--- src/rtl/jio_input.sv ---
// Input-side device for the jcscpu I/O bus: a debounced button latches the
// switches into a one-byte holding register that the CPU reads with IN.
module jio_input #(
  parameter logic [7:0]  DEV_ADDR        = 8'h01,
  parameter int unsigned DEBOUNCE_CYCLES = 1_000_000
) (
  input  logic       CLK,
  input  logic       RESETN,
  input  logic       io_s,
  input  logic       io_e,
  input  logic       io_da,
  input  logic       io_io,
  input  logic [7:0] bus_in,
  output logic [7:0] bus_out,
  input  logic [7:0] sw,
  input  logic       btn,
  output logic       ready,
  output logic       overrun
);

  localparam int unsigned CNT_W = (DEBOUNCE_CYCLES < 2) ? 1 : $clog2(DEBOUNCE_CYCLES);
  localparam logic [CNT_W-1:0] CNT_LAST = CNT_W'(DEBOUNCE_CYCLES - 1);

  typedef enum logic {
    EMPTY = 1'b0,
    FULL  = 1'b1
  } state_e;

  logic             sel, rdd, rds, selected, consume;
  logic [1:0]       sync_q, sync_d;
  logic             db_q, db_d;
  logic [CNT_W-1:0] cnt_q, cnt_d;
  logic             press_q, press_d;
  logic             sel_q, sel_d, sel_prev_q, sel_prev_d;
  logic             rdd_q, rdd_d, rdd_prev_q, rdd_prev_d;
  logic [7:0]       addr_q, addr_d;
  logic [7:0]       data_q, data_d;
  logic             overrun_q, overrun_d;
  state_e           state_q, state_d;

  always_comb begin
    // NOTE: every always_comb output gets a default first, so no path leaves a latch.
    sel      = io_s & io_da & io_io;
    rdd      = io_e & ~io_da & ~io_io;
    rds      = io_e & io_da & ~io_io;
    selected = (addr_q == DEV_ADDR);

    sync_d = {sync_q[0], btn};
    db_d   = db_q;
    cnt_d  = cnt_q;
    // Count only while the synchronized button disagrees with the accepted level;
    // any return to agreement restarts the stability window.
    if (sync_q[1] == db_q) begin
      cnt_d = '0;
    end else if (cnt_q == CNT_LAST) begin
      db_d  = sync_q[1];
      cnt_d = '0;
    end else begin
      cnt_d = cnt_q + CNT_W'(1);
    end
    press_d = db_d & ~db_q;

    sel_d      = sel;
    sel_prev_d = sel_q;
    addr_d     = (sel_q & ~sel_prev_q) ? bus_in : addr_q;

    // Byte leaves the register only once the CPU's read strobe has ended.
    rdd_d      = rdd & selected;
    rdd_prev_d = rdd_q;
    consume    = rdd_prev_q & ~rdd_q;

    state_d   = state_q;
    data_d    = data_q;
    overrun_d = overrun_q;
    case (state_q)
      EMPTY: begin
        if (press_q) begin
          state_d   = FULL;
          data_d    = sw;
          overrun_d = 1'b0;
        end
      end
      FULL: begin
        if (press_q && consume) begin
          data_d    = sw;
          overrun_d = 1'b0;
        end else if (press_q) begin
          overrun_d = 1'b1;
        end else if (consume) begin
          state_d   = EMPTY;
          overrun_d = 1'b0;
        end
      end
      default: state_d = EMPTY;
    endcase
  end

  // NOTE: sequential state uses non-blocking assignments only, so every flop
  // samples the pre-edge value of every other flop.
  always_ff @(posedge CLK or negedge RESETN) begin
    if (!RESETN) begin
      // NOTE: the holding register is reset too, so a read after reset is 0, not X.
      sync_q     <= '0;
      db_q       <= 1'b0;
      cnt_q      <= '0;
      press_q    <= 1'b0;
      sel_q      <= 1'b0;
      sel_prev_q <= 1'b0;
      rdd_q      <= 1'b0;
      rdd_prev_q <= 1'b0;
      addr_q     <= 8'h00;
      data_q     <= 8'h00;
      overrun_q  <= 1'b0;
      state_q    <= EMPTY;
    end else begin
      sync_q     <= sync_d;
      db_q       <= db_d;
      cnt_q      <= cnt_d;
      press_q    <= press_d;
      sel_q      <= sel_d;
      sel_prev_q <= sel_prev_d;
      rdd_q      <= rdd_d;
      rdd_prev_q <= rdd_prev_d;
      addr_q     <= addr_d;
      data_q     <= data_d;
      overrun_q  <= overrun_d;
      state_q    <= state_d;
    end
  end

  assign ready   = (state_q == FULL);
  assign overrun = overrun_q;

  always_comb begin
    bus_out = 8'h00;
    if (rdd && selected) begin
      bus_out = (state_q == FULL) ? data_q : 8'h00;
    end else if (rds && selected) begin
      bus_out = {overrun_q, 6'b0, ready};
    end
  end

endmodule

--- config.mk ---
export PLATFORM = sky130hd
export DESIGN_NAME = jio_input
export DESIGN_NICKNAME = d
export VERILOG_FILES = /design/src/rtl/jio_input.sv
export SDC_FILE = /design/constraint.sdc
export NUM_CORES = 1
export LEC_CHECK = 0
export CAP_MARGIN = 20
export CORE_MARGIN = 3
export CORE_UTILIZATION = 47
export DETAILED_ROUTE_END_ITERATION = 16
export PLACE_DENSITY = 0.74
export SYNTH_ARGS = -nofsm -noshare
export SYNTH_HDL_FRONTEND = slang
export SYNTH_SLANG_ARGS = --single-unit
--- constraint.sdc ---
create_clock -name CLK -period 1.8 [get_ports CLK]
set_clock_uncertainty 0.2 [all_clocks]
set_input_delay 0.27 -clock CLK [delete_from_list [all_inputs] [get_ports CLK]]
set_output_delay 0.27 -clock CLK [all_outputs]
set_load 0.03 [all_outputs]
==> results.cfg <==
[floorplanning]
io_pins = 33
start_util_pct = 50.3
core_region_area_mm2 = 0.00412
row_count = 23
die_w_um = 72.4
die_y_um = 72.4
die-area_mm2 = 0.00524

[drt]
drc = 0
viasPerCell = 5.33
ant_nets = 0
drt_iter0_drc = 64
drt_first_pass_iters = 4
num_vias = 1498
wl_per_cell_um = 14.5
drt-total-wl_mm = 4.07

[finish]
instances_no_fill = 281
num_antenna_cells = 0
layout.cells.most_common = dfrtp_1
area_growth_pct = 33.6
utilization_pct = 67.3
layout-drive-gt1-share_pct = 32.9
mostFrequentLayoutCells = dfrtp_1 (44), nor2_1 (22), clkdlybuf4s50_1 (21), mux2_2 (16), buf_4 (16)
nets = 255

[worst_setup_path]
path_max_fanout = 7
crit_type = register to primary output
cp_data_arrival_time_ps = 1770
startpoint_type = register
crit_required_ps = 1330
end_kind = primary output

[clock_tree]
cts_tree = built
clockRootBuffer = clkbuf_8
cts.clk_slew.worst_paths_ps = 80
cts.sinks = 46
cts_buffer_depth = 2
cts.htree.levels = 2
clk_latency_ps = 290
cts_buffers = 5

[run_status]
violations = setup timing
outcome = finished with violations

[synthesis]
syn_area_mm2 = 0.00207
ys_types = 33
syn-instance-count = 175
ys_seq_elements = 46
ys_seq_area_share_pct = 55.6
syn_nets = 199
syn_area_per_cell_um2 = 11.8
synth_warnings = 0

[grt]
gr-usage-all-layers_pct = 17.0
grt_max_degree = 25
grt_overflow = 0
grt_pass1_vias = 1528
grt_pass1_wl_mm = 6.89
antenna_found_initial = 0

[sta]
fin_ws_ps = -437
hold_viol = 0
fin_crit_ps = 2240
slew_violations = 0
rsz0062_at_grt = yes
tns_ps = -3190
fmax_mhz = 447
setup_violations = 8
post-route-period-util_pct = 124
relSlewSlack_pct = 60.7
worst_pin_slew_ps = 590

[power]
power.density_mw_per_mm2 = 671
ir_drop_mv = 0.476
power.leakage_nw = 1.24

[placed_design]
dp_hpwl_mm = 2.88
pre_cts_ws_ps = -463
io_buffers = 32
post-place-cells = 270
gp_congestion = 0.837

[flow_run]
maxCapViolCount = 0

[worst_hold_path]
hp-class = register to register
## registers in the layout (all words and copies together), names as in the netlist
register,flops
sel_prev_d,1
db_q,1
rdd_prev_d,1
press_q,1
rdd_prev_q,1
sync_q,2
cnt_q,20
ready,1
sel_prev_q,1
addr_q,8
overrun,1
data_q,8
## routing by layer
layer  track usage (%)  vias to the layer above  share of wire (%)
met2              30.5                       34                 51
met4              4.10                        0               0.71
met5                 0                        -                  0
li1                  -                      715                  -
met3              5.12                        4                5.5
met1              19.7                      745                 42
## Yosys cell counts (all sizes together)
library cell / number / area share [%]
a21oi: 1 / 0.24
a31o: 1 / 0.42
a31oi: 1 / 0.30
and2: 8 / 2.4
and3: 3 / 0.91
and3b: 1 / 0.42
and4bb: 1 / 0.60
buf: 2 / 0.60
clkbuf: 1 / 0.18
dfrtp: 46 / 56
ha: 1 / 0.60
inv: 7 / 1.3
mux2: 17 / 9.2
mux2i: 3 / 1.4
nand2: 6 / 1.1
nand2b: 1 / 0.30
nand3: 6 / 1.4
nand4: 6 / 3.3
nand4b: 1 / 0.42
nor2: 24 / 4.3
nor2b: 1 / 0.30
nor3: 6 / 1.4
nor3b: 1 / 0.60
nor4: 7 / 3.6
nor4b: 1 / 0.42
o21ai: 5 / 1.4
o2bb2ai: 1 / 0.42
xnor2: 13 / 5.5
xor2: 3 / 1.3
## critical path, cell delays in order (launching register included)
cell,delay [ps]
dfrtp_1,390
nor4b_2,280
nand4b_1,180
nor3b_2,190
buf_4,160
and2_2,150
buf_6,120
## final cells by class
class	count	area, um2
clock inverter	2	10.0
fill	325	1350
timing repair buffer	52	504
tap	50	62.6
sequential	46	1150
inverter	7	26.3
clock buffer	5	68.8
multi-input combinational	119	943
## report_power, final
| part | internal, mW | switching [mW] | total, mW |
|---|---|---|---|
| sequential | 1.08 | 0.0291 | 1.11 |
| clock | 0.261 | 0.322 | 0.582 |
| combinational | 0.106 | 0.0612 | 0.167 |
## path summary, 6_finish.rpt
kind	end	cells past startpoint	startpoint	slack (ps)
setup reg to reg	cnt_q[19]	5	cnt_q[12]	80
max in group asynchronous	cnt_q[4]	3	RESETN	540
min in group asynchronous	addr_q[0]	2	RESETN	310
setup / recovery	bus_out[3]	6	addr_q[6]	-440
hold / removal	sync_q[1]	0	sync_q[0]	160
hold reg to reg	sync_q[1]	0	sync_q[0]	160
## timing repair
action,in CTS,in global routing
hold endpoints to repair,22,0
resized for setup,16,7
hold buffers,1,0
buffers inserted,1,3
setup endpoints to repair,12,14
pin swaps,4,6
## kinds of logic after synthesis
kind of cell / Yosys count / share of synthesized area [%]
AOI/OAI and AO/OA: 9 / 2.78
xor gates and xnor gates: 16 / 6.76
adders and majority gates: 1 / 0.604
buffers and inverters: 10 / 2.05
DFF: 46 / 55.6
muxes: 20 / 10.7
and+or+nand+nor: 73 / 21.6
## metrics by stage
| stage | hold WS [ps] | cell area [um2] | power (mW) |
|---|---|---|---|
| floorplan | -226 | 2090 | 1.18 |
| global placement | 79.7 | 2580 | 1.28 |
| detailed placement | 92.8 | 2580 | 1.28 |
| CTS | 163 | 2720 | 1.87 |
| global route | 170 | 2770 | 1.95 |
| finish | 156 | 2770 | 1.86 |
Note: power is estimated with default switching activity, not from simulation.
